### src/rtl/dma_pkg.sv
// rtl/dma_pkg.sv - shared types and constants for the DMA transfer controller
package dma_pkg;

  localparam int DMA_WIDTH = 8;

  localparam logic [DMA_WIDTH-1:0] DMA_LEN_ZERO = '0;

  typedef enum logic [1:0] {
    IDLE  = 2'd0,
    RUN   = 2'd1,
    FLUSH = 2'd2,
    DONE  = 2'd3
  } dma_state_e;

endpackage

### src/rtl/dma_xfer_ctrl_if.sv
// rtl/dma_xfer_ctrl_if.sv - memory bus bundle between the DMA initiator and mem_bus
interface dma_xfer_ctrl_if
  import dma_pkg::*;
#(
  parameter int WIDTH = DMA_WIDTH
) ();

  logic [WIDTH-1:0] tx_mem_addr;
  logic [WIDTH-1:0] data_tx_out;
  logic [WIDTH-1:0] rx_mem_addr;
  logic [WIDTH-1:0] data_rx_in;
  logic             mem_wr_en;

  modport master (
    output tx_mem_addr,
    output rx_mem_addr,
    output data_rx_in,
    output mem_wr_en,
    input  data_tx_out
  );

  modport slave (
    input  tx_mem_addr,
    input  rx_mem_addr,
    input  data_rx_in,
    input  mem_wr_en,
    output data_tx_out
  );

endinterface

### src/rtl/dma_xfer_ctrl.sv
// rtl/dma_xfer_ctrl.sv - pipelined TX ROM to RX RAM word copier, one word per cycle
// Optional XOR checksum of written words when DMA_CHECKSUM_EN is defined.
module dma_xfer_ctrl
  import dma_pkg::*;
#(
  parameter int WIDTH = DMA_WIDTH
) (
  input  logic             clk,
  input  logic             rst_n,
  input  logic             start,
  input  logic [WIDTH-1:0] src_addr,
  input  logic [WIDTH-1:0] dst_addr,
  input  logic [WIDTH-1:0] xfer_len,
  input  logic             pause,
  dma_xfer_ctrl_if.master  mem,
  output logic             busy,
  output logic             done
`ifdef DMA_CHECKSUM_EN
  ,
  output logic [WIDTH-1:0] checksum
`endif
);

  dma_state_e       state_q, state_d;
  logic [WIDTH-1:0] tx_addr_q, tx_addr_d;
  logic [WIDTH-1:0] rx_addr_q, rx_addr_d;
  logic [WIDTH-1:0] data_q, data_d;
  logic [WIDTH-1:0] rd_cnt_q, rd_cnt_d;
  logic [WIDTH-1:0] wr_ptr_q, wr_ptr_d;
  logic             wr_en_q, wr_en_d;
  logic             busy_q, busy_d;
  logic             done_q, done_d;
  // Remembers the len=0 path so DONE knows whether it still owes the done pulse.
  logic             zero_q, zero_d;

  always_ff @(posedge clk) begin
    if (!rst_n) begin
      state_q   <= IDLE;
      tx_addr_q <= '0;
      rx_addr_q <= '0;
      data_q    <= '0;
      rd_cnt_q  <= '0;
      wr_ptr_q  <= '0;
      wr_en_q   <= 1'b0;
      busy_q    <= 1'b0;
      done_q    <= 1'b0;
      zero_q    <= 1'b0;
    end else begin
      state_q   <= state_d;
      tx_addr_q <= tx_addr_d;
      rx_addr_q <= rx_addr_d;
      data_q    <= data_d;
      rd_cnt_q  <= rd_cnt_d;
      wr_ptr_q  <= wr_ptr_d;
      wr_en_q   <= wr_en_d;
      busy_q    <= busy_d;
      done_q    <= done_d;
      zero_q    <= zero_d;
    end
  end

  always_comb begin
    state_d   = state_q;
    tx_addr_d = tx_addr_q;
    rx_addr_d = rx_addr_q;
    data_d    = data_q;
    rd_cnt_d  = rd_cnt_q;
    wr_ptr_d  = wr_ptr_q;
    wr_en_d   = 1'b0;
    busy_d    = busy_q;
    done_d    = 1'b0;
    zero_d    = zero_q;
    case (state_q)
      IDLE: begin
        if (start) begin
          busy_d   = 1'b1;
          wr_ptr_d = dst_addr;
          rd_cnt_d = xfer_len;
          if (xfer_len == WIDTH'(DMA_LEN_ZERO)) begin
            zero_d  = 1'b1;
            state_d = DONE;
          end else begin
            zero_d    = 1'b0;
            tx_addr_d = src_addr;
            state_d   = RUN;
          end
        end
      end
      RUN: begin
        // A paused edge leaves everything held and drops the strobe so no write repeats.
        if (!pause) begin
          data_d    = mem.data_tx_out;
          rx_addr_d = wr_ptr_q;
          wr_en_d   = 1'b1;
          tx_addr_d = tx_addr_q + WIDTH'(1);
          wr_ptr_d  = wr_ptr_q + WIDTH'(1);
          rd_cnt_d  = rd_cnt_q - WIDTH'(1);
          if (rd_cnt_q == WIDTH'(1)) state_d = FLUSH;
        end
      end
      FLUSH: begin
        if (!pause) begin
          done_d  = 1'b1;
          busy_d  = 1'b0;
          state_d = DONE;
        end
      end
      DONE: begin
        done_d  = zero_q;
        busy_d  = 1'b0;
        state_d = IDLE;
      end
      default: state_d = IDLE;
    endcase
  end

  assign mem.tx_mem_addr = tx_addr_q;
  assign mem.rx_mem_addr = rx_addr_q;
  assign mem.data_rx_in  = data_q;
  assign mem.mem_wr_en   = wr_en_q;
  assign busy            = busy_q;
  assign done            = done_q;

`ifdef DMA_CHECKSUM_EN
  logic [WIDTH-1:0] csum_q;
  logic             csum_clr;

  assign csum_clr = (state_q == IDLE) && start;

  always_ff @(posedge clk) begin
    if (!rst_n || csum_clr) begin
      csum_q <= '0;
    end else if (wr_en_q) begin
      csum_q <= csum_q ^ data_q;
    end
  end

  assign checksum = csum_q;
`endif

endmodule

### src/flat_wrapper.sv
// flat-port wrapper written by rule: the top's interface ports become plain ports
module dma_xfer_ctrl_flat import dma_pkg::*;
#(
  parameter int WIDTH = DMA_WIDTH
)
  (clk, rst_n, start, src_addr, dst_addr, xfer_len, pause, busy, done, mem_tx_mem_addr, mem_rx_mem_addr, mem_data_rx_in, mem_mem_wr_en, mem_data_tx_out);
  dma_xfer_ctrl_if #(.WIDTH(WIDTH)) mem_i ();
  input  logic clk;
  input  logic rst_n;
  input  logic start;
  input  logic [WIDTH-1:0] src_addr;
  input  logic [WIDTH-1:0] dst_addr;
  input  logic [WIDTH-1:0] xfer_len;
  input  logic pause;
  output logic busy;
  output logic done;
  output wire logic [$bits(mem_i.tx_mem_addr)-1:0] mem_tx_mem_addr;
  output wire logic [$bits(mem_i.rx_mem_addr)-1:0] mem_rx_mem_addr;
  output wire logic [$bits(mem_i.data_rx_in)-1:0] mem_data_rx_in;
  output wire logic [$bits(mem_i.mem_wr_en)-1:0] mem_mem_wr_en;
  input wire logic [$bits(mem_i.data_tx_out)-1:0] mem_data_tx_out;
  assign mem_tx_mem_addr = mem_i.tx_mem_addr;
  assign mem_rx_mem_addr = mem_i.rx_mem_addr;
  assign mem_data_rx_in = mem_i.data_rx_in;
  assign mem_mem_wr_en = mem_i.mem_wr_en;
  assign mem_i.data_tx_out = mem_data_tx_out;
  dma_xfer_ctrl #(.WIDTH(WIDTH)) u_core (.clk(clk), .rst_n(rst_n), .start(start), .src_addr(src_addr), .dst_addr(dst_addr), .xfer_len(xfer_len), .pause(pause), .mem(mem_i), .busy(busy), .done(done));
endmodule
### config.mk
export PLATFORM = sky130hd
export DESIGN_NAME = dma_xfer_ctrl_flat
export DESIGN_NICKNAME = d
export VERILOG_FILES = /design/src/rtl/dma_pkg.sv /design/src/rtl/dma_xfer_ctrl_if.sv /design/src/rtl/dma_xfer_ctrl.sv /design/src/flat_wrapper.sv
export SDC_FILE = /design/constraint.sdc
export NUM_CORES = 1
export LEC_CHECK = 0
export CORE_MARGIN = 2
export CORE_UTILIZATION = 50
export CTS_BUF_LIST = sky130_fd_sc_hd__clkbuf_8
export CTS_CLUSTER_SIZE = 28
export DETAILED_ROUTE_END_ITERATION = 6
export PLACE_DENSITY = 0.81
export SKIP_LAST_GASP = 1
export SYNTH_ARGS = -nofsm -noshare
export SYNTH_HDL_FRONTEND = slang
export SYNTH_SLANG_ARGS = --single-unit
### constraint.sdc
create_clock -name clk -period 2.1 [get_ports clk]
set_input_delay 0.21 -clock clk [delete_from_list [all_inputs] [get_ports clk]]
set_output_delay 0.21 -clock clk [all_outputs]
set_load 0.05 [all_outputs]
# Word-level counts from Yosys, hierarchy flattened
# Cells that the tools add are included.
[totals] elab_cells=56 reg_bits=46 out_inout_bits=27 in_bits=36
[op_classes] n_mux=22 bitwise=1 reduce_logical=11 n_addsub=3 n_eq_ne=9
[op_table] operator="8-bit 2-to-1 mux" count=7
[op_table] operator="8-bit case mux with 2 select lines" count=3
[op_table] operator="8-bit by 1-bit adder with 8-bit output (second input constant)" count=2
[op_table] operator="2-bit 2-to-1 mux" count=5
[op_table] operator="8-bit by 1-bit == test with 1-bit output (second input constant)" count=1
[op_table] operator="8-bit logical NOT" count=1
[op_table] operator="2-bit != test (second input constant)" count=4
[op_table] operator="2-bit case mux with 4 select lines" count=1
[op_table] operator="4-bit AND reduction" count=2
[op_table] operator="8-bit by 1-bit subtractor with 8-bit output (second input constant)" count=1
[op_table] operator="2-bit AND reduction" count=3
[op_table] operator="3-bit AND reduction" count=2
[op_table] operator="2-bit == test (second input constant)" count=2
[op_table] operator="1-bit 2-to-1 mux" count=4
[op_table] operator="1-bit case mux with 3 select lines" count=1
[op_table] operator="3-bit nonzero test" count=1
[op_table] operator="2-bit by 1-bit == test with 1-bit output (second input constant)" count=1
[op_table] operator="2-bit logical NOT" count=1
[op_table] operator="2-bit by 1-bit != test with 1-bit output (second input constant)" count=1
[op_table] operator="1-bit case mux with 2 select lines" count=1
[op_table] operator="2-bit nonzero test" count=1
[op_table] operator="1-bit NOT" count=1

# Depth between registers and ports, before layout
[logic_depth] ltp_word=4 mapped_depth=9 depth_no_buf=6

# Least setup slack after synthesis
# Ideal clock, no wire load.
[synth_timing] path_kind="register to register" start="register u_core.state_q[0]" end="register u_core.wr_ptr_q[2]" arrival_ps=1671 setup_slack_ps=296 setup_time_ps=132 required_time_ps=1968 synth_period_minus_slack_ps=1804 n_path_buf=3 stages_incl_launch_ff=10 cell_sequence="dfxtp_1 inv_1 ha_1 buf_2 nor2b_2 a211o_1 buf_4 buf_6 o21ai_0 a21oi_1"
[synth_between] elab_chain_cells=3 elab_cells_between_ends=7 classes_between="eq/ne (3); mux (1); reduce/logical (3)"
[synth_lines] item="from (decl)" line="dma_xfer_ctrl.sv:24" text="dma_state_e state_q, state_d;"
[synth_lines] item="from (signal assigned)" line="dma_xfer_ctrl.sv:49" text="state_q <= state_d;"
[synth_lines] item="2-bit by 1-bit == test with 1-bit output or 2-bit logical NOT (tied branches)" line="dma_xfer_ctrl.sv:73" text="case (state_q)"
[synth_lines] item="2-bit != test (no line) or 2-bit nonzero test (tied branches)"
[synth_lines] item="3-bit AND reduction (no line)"
[synth_lines] item="to (signal assigned)" line="dma_xfer_ctrl.sv:54" text="wr_ptr_q <= wr_ptr_d;"
[synth_lines] item="to (decl)" line="dma_xfer_ctrl.sv:29" text="logic [WIDTH-1:0] wr_ptr_q, wr_ptr_d;"
# Several ways; a longest one is shown, not always the timed one.
# A chain may end at the register's enable or synchronous reset.

# Worst setup path in the final report
[layout_timing] start="register u_core.state_q[0]" end="register u_core.wr_ptr_q[6]"
# Same word-level chain as after synthesis.

==> reports/results.tsv <==
stage	metric	value	unit
status	outcome	finished clean	
cts	htree_num_levels	2	
grt	grt_pass1_vias	2201	
final_layout	stdcell_area	3260	sq um
grt	antenna_found_initial	0	
synth	mappedNetlistNets	345	
timing	hold_violations	0	
power	power_density	1440	nW/um^2
die	die_w	73.2	microns
timing	min_period	1970	ps
timing	worst_slack	133	ps
cts	cts_made_buffers	5	
final_layout	fin_nets	409	
detailed_routing	routed_wl	6130	microns
synth	yosysSeqAreaShare	38.5	%
power	clkPwrFrac	16.9	%
detailed_routing	met3WireLength	352	microns
final_layout	n_antenna_cell	0	
setup_path	worstPathRequired	2290	ps
timing	tns	0	ps
setup_path	endpoint_kind	flop	
synth	synth_edf_count	0	
die	ios	63	
die	num_rows	25	
detailed_routing	wl_per_cell	14.6	microns
detailed_routing	vias	2431	
detailed_routing	wl_met1	2970	microns
grt	grt_max_degree	25	
setup_path	r2r_setup_slack	130	ps
cts	root_buffer	clkbuf_8	
cts	post_cts_buffers	0	
cts	clk_path_buf_depth	2	
power	p_sw_share	44.1	%
setup_path	crit_type	reg2reg	
final_layout	drive_above_1_share	10.4	%
die	dieArea	5350	sq um
cts	cts_resized	0	
power	power.internal	2.63	mW
place	place_area	3130	sq um
final_layout	syn_to_final_growth	36.4	%
detailed_routing	drtIter0Drc	207	
worst_hold_path	holdCritStartpoint	mem_data_tx_out[0]	
timing	worstMarginPinSlew	538	ps
detailed_routing	highest_layer	met4	
power	pwr-share-comb	53.3	%
timing	setup_viol	0	
die	die_h	73.2	microns
die	core_region_area	4660	sq um
timing	maxSlewHeadroom	64.1	%
cts	worstSkewPairLatency	300	ps
timing	fin_skew	4.82	ps
setup_path	crit_path_start	u_core.state_q[0]	
synth	yosysWarnings	0	
power	p_sw	2.07	mW
worst_hold_path	whs_path_depth	3	
timing	final.period_utilization	93.7	%
timing	drv_slew	0	
synth	synth_top_cell_area_share	38.5	%
power	leakage	1.19	nW
synth	yosysUniqueCellTypes	48	
final_layout	finalCoreUtilization	70.0	%
synth	yosys.area.top_type	dfxtp_1	
timing	max_freq	508	MHz
setup_path	critPathArrivalTime	2160	ps
synth	netlist_top_cells_area	dfxtp_1 38%, nand2_1 8.5%, a21oi_1 8.2%	
power	ir_worst_vdd	0.000894	V
detailed_routing	dr.pass1.iters	5	
final_layout	final_cell_mix	62 x clkdlybuf4s50_1, 54 x nand2_1, 46 x dfxtp_1	
synth	synthesis.instances	301	
power	power_frac_seq	29.7	%
detailed_routing	drt-vias-per-instance	5.79	
timing	rsz0062_at_grt	false	
place	hpwl	4380	microns
place	pre_cts_slack	92.9	ps
detailed_routing	drcViolationCount	0	
power	power	4.70	mW
grt	track_usage	23.7	%
setup_path	rr_endpoint	u_core.wr_ptr_q[6]	
detailed_routing	wl_met2	2740	microns
cts	cts_tree	built	
place	port_buffers	62	
setup_path	r2r_cells	7	
cts	hold_buffers	0	
place	gp_congestion	0.849	
detailed_routing	ant_nets	0	
synth	async_flop_share	0	%
worst_hold_path	holdCritPathClass	in2reg	
synth	synth_flop_cell	dfxtp_1	
die	start_util	51.3	%
cts	clkSinkCount	46	
synth	ys_ff_latch	46	
setup_path	critPathMaxFanout	10	
grt	grt_overflow	0	
synth	synth.avg_cell_area	7.95	sq um
setup_path	crit_path_start_kind	flop	
worst_hold_path	min_to	u_core.mem.data_rx_in[0]	
cts	clkTransAtPathRegs	90	ps
final_layout	layout_commonest_cell	clkdlybuf4s50_1	
setup_path	r2r-start	u_core.state_q[0]	
grt	grt_pass1_wl	10000	microns
job	maxCapViolations	0	
synth	synth_area	2390	sq um
[power by group through the flow]
stage / logic (mW) / registers (mW) / clock network [mW]
finish: 2.51 / 1.40 / 0.795
global route: 2.73 / 1.44 / 0.825
CTS: 2.49 / 1.39 / 0.801
detailed placement: 2.46 / 1.41 / 0
global placement: 2.43 / 1.40 / 0
floorplan: 1.41 / 1.72 / 0
[synthesized netlist by cell type (3+ instances only)]
master and number:
buf_2 8, a31oi_1 6, dfxtp_1 46, a21oi_1 39
nand4_1 6, inv_1 10, nor4_1 3, and3_1 3
a311oi_1 3, o221a_2 3, a211oi_1 9, o32ai_1 4
clkbuf_1 10, ha_1 8, nand3_1 10, o21ai_0 17
nand2_1 54, nor2_1 16, o2bb2ai_1 4, nand2b_1 3
mux2i_1 3
[cell type report]
cell class / instances / area, sq um
clock buffer: 5 / 68.8
clock inverter: 3 / 68.8
fill: 393 / 1400
inverter: 10 / 37.5
multi-input combinational: 223 / 1330
sequential: 46 / 921
tap: 54 / 67.6
timing repair buffer: 79 / 773
[routing by layer]
| layer | up-vias | GRT usage, % |
|---|---|---|
| met3 | 7 | 4.56 |
| li1 | 1215 | - |
| met2 | 95 | 36.4 |
| met1 | 1114 | 33.5 |
| met5 | - | 0 |
| met4 | 0 | 7.00 |
[flip-flops by register name (all words and copies together), names as in the netlist, 2 cells and up]
signal	cells
u_core.mem.data_rx_in	8
u_core.mem.rx_mem_addr	8
u_core.mem.tx_mem_addr	8
u_core.rd_cnt_q	8
u_core.state_q	2
u_core.wr_ptr_q	8
[through the flow]
stage / cells / hold WS, ps
5_1_grt: 420 / 451
6_report: 420 / 447
2_1_floorplan: 301 / 346
3_5_place_dp: 412 / 447
3_3_place_gp: 412 / 441
4_1_cts: 420 / 443
[worst max-delay path by stage]
| stage | cells after the start | end |
|---|---|---|
| floorplan | 9 | u_core.wr_ptr_q[2] |
| global placement | 5 | u_core.mem.tx_mem_addr[5] |
| detailed placement | 5 | u_core.mem.tx_mem_addr[5] |
| CTS | 7 | u_core.wr_ptr_q[6] |
| global route | 7 | u_core.wr_ptr_q[4] |
| finish | 7 | u_core.wr_ptr_q[6] |
[critical path: stages, from the launching register on]
cell and delay, ps:
dfxtp_1 410, inv_1 90, ha_1 270, nor2b_2 210, a211o_1 380, buf_4 210
o21ai_0 190, a21oi_1 90
[cell families (layout without fill, tap and decap cells)]
family	after synthesis	in the layout	share of synthesized area [%]
and+or+nand+nor	110	110	21.7
buffers and inverters	32	97	6.07
muxes	3	3	1.26
AOI/OAI and AO/OA	102	102	28.3
DFF	46	46	38.5
adders and majority gates	8	8	4.18
Note: power is estimated with default switching activity, not from simulation.
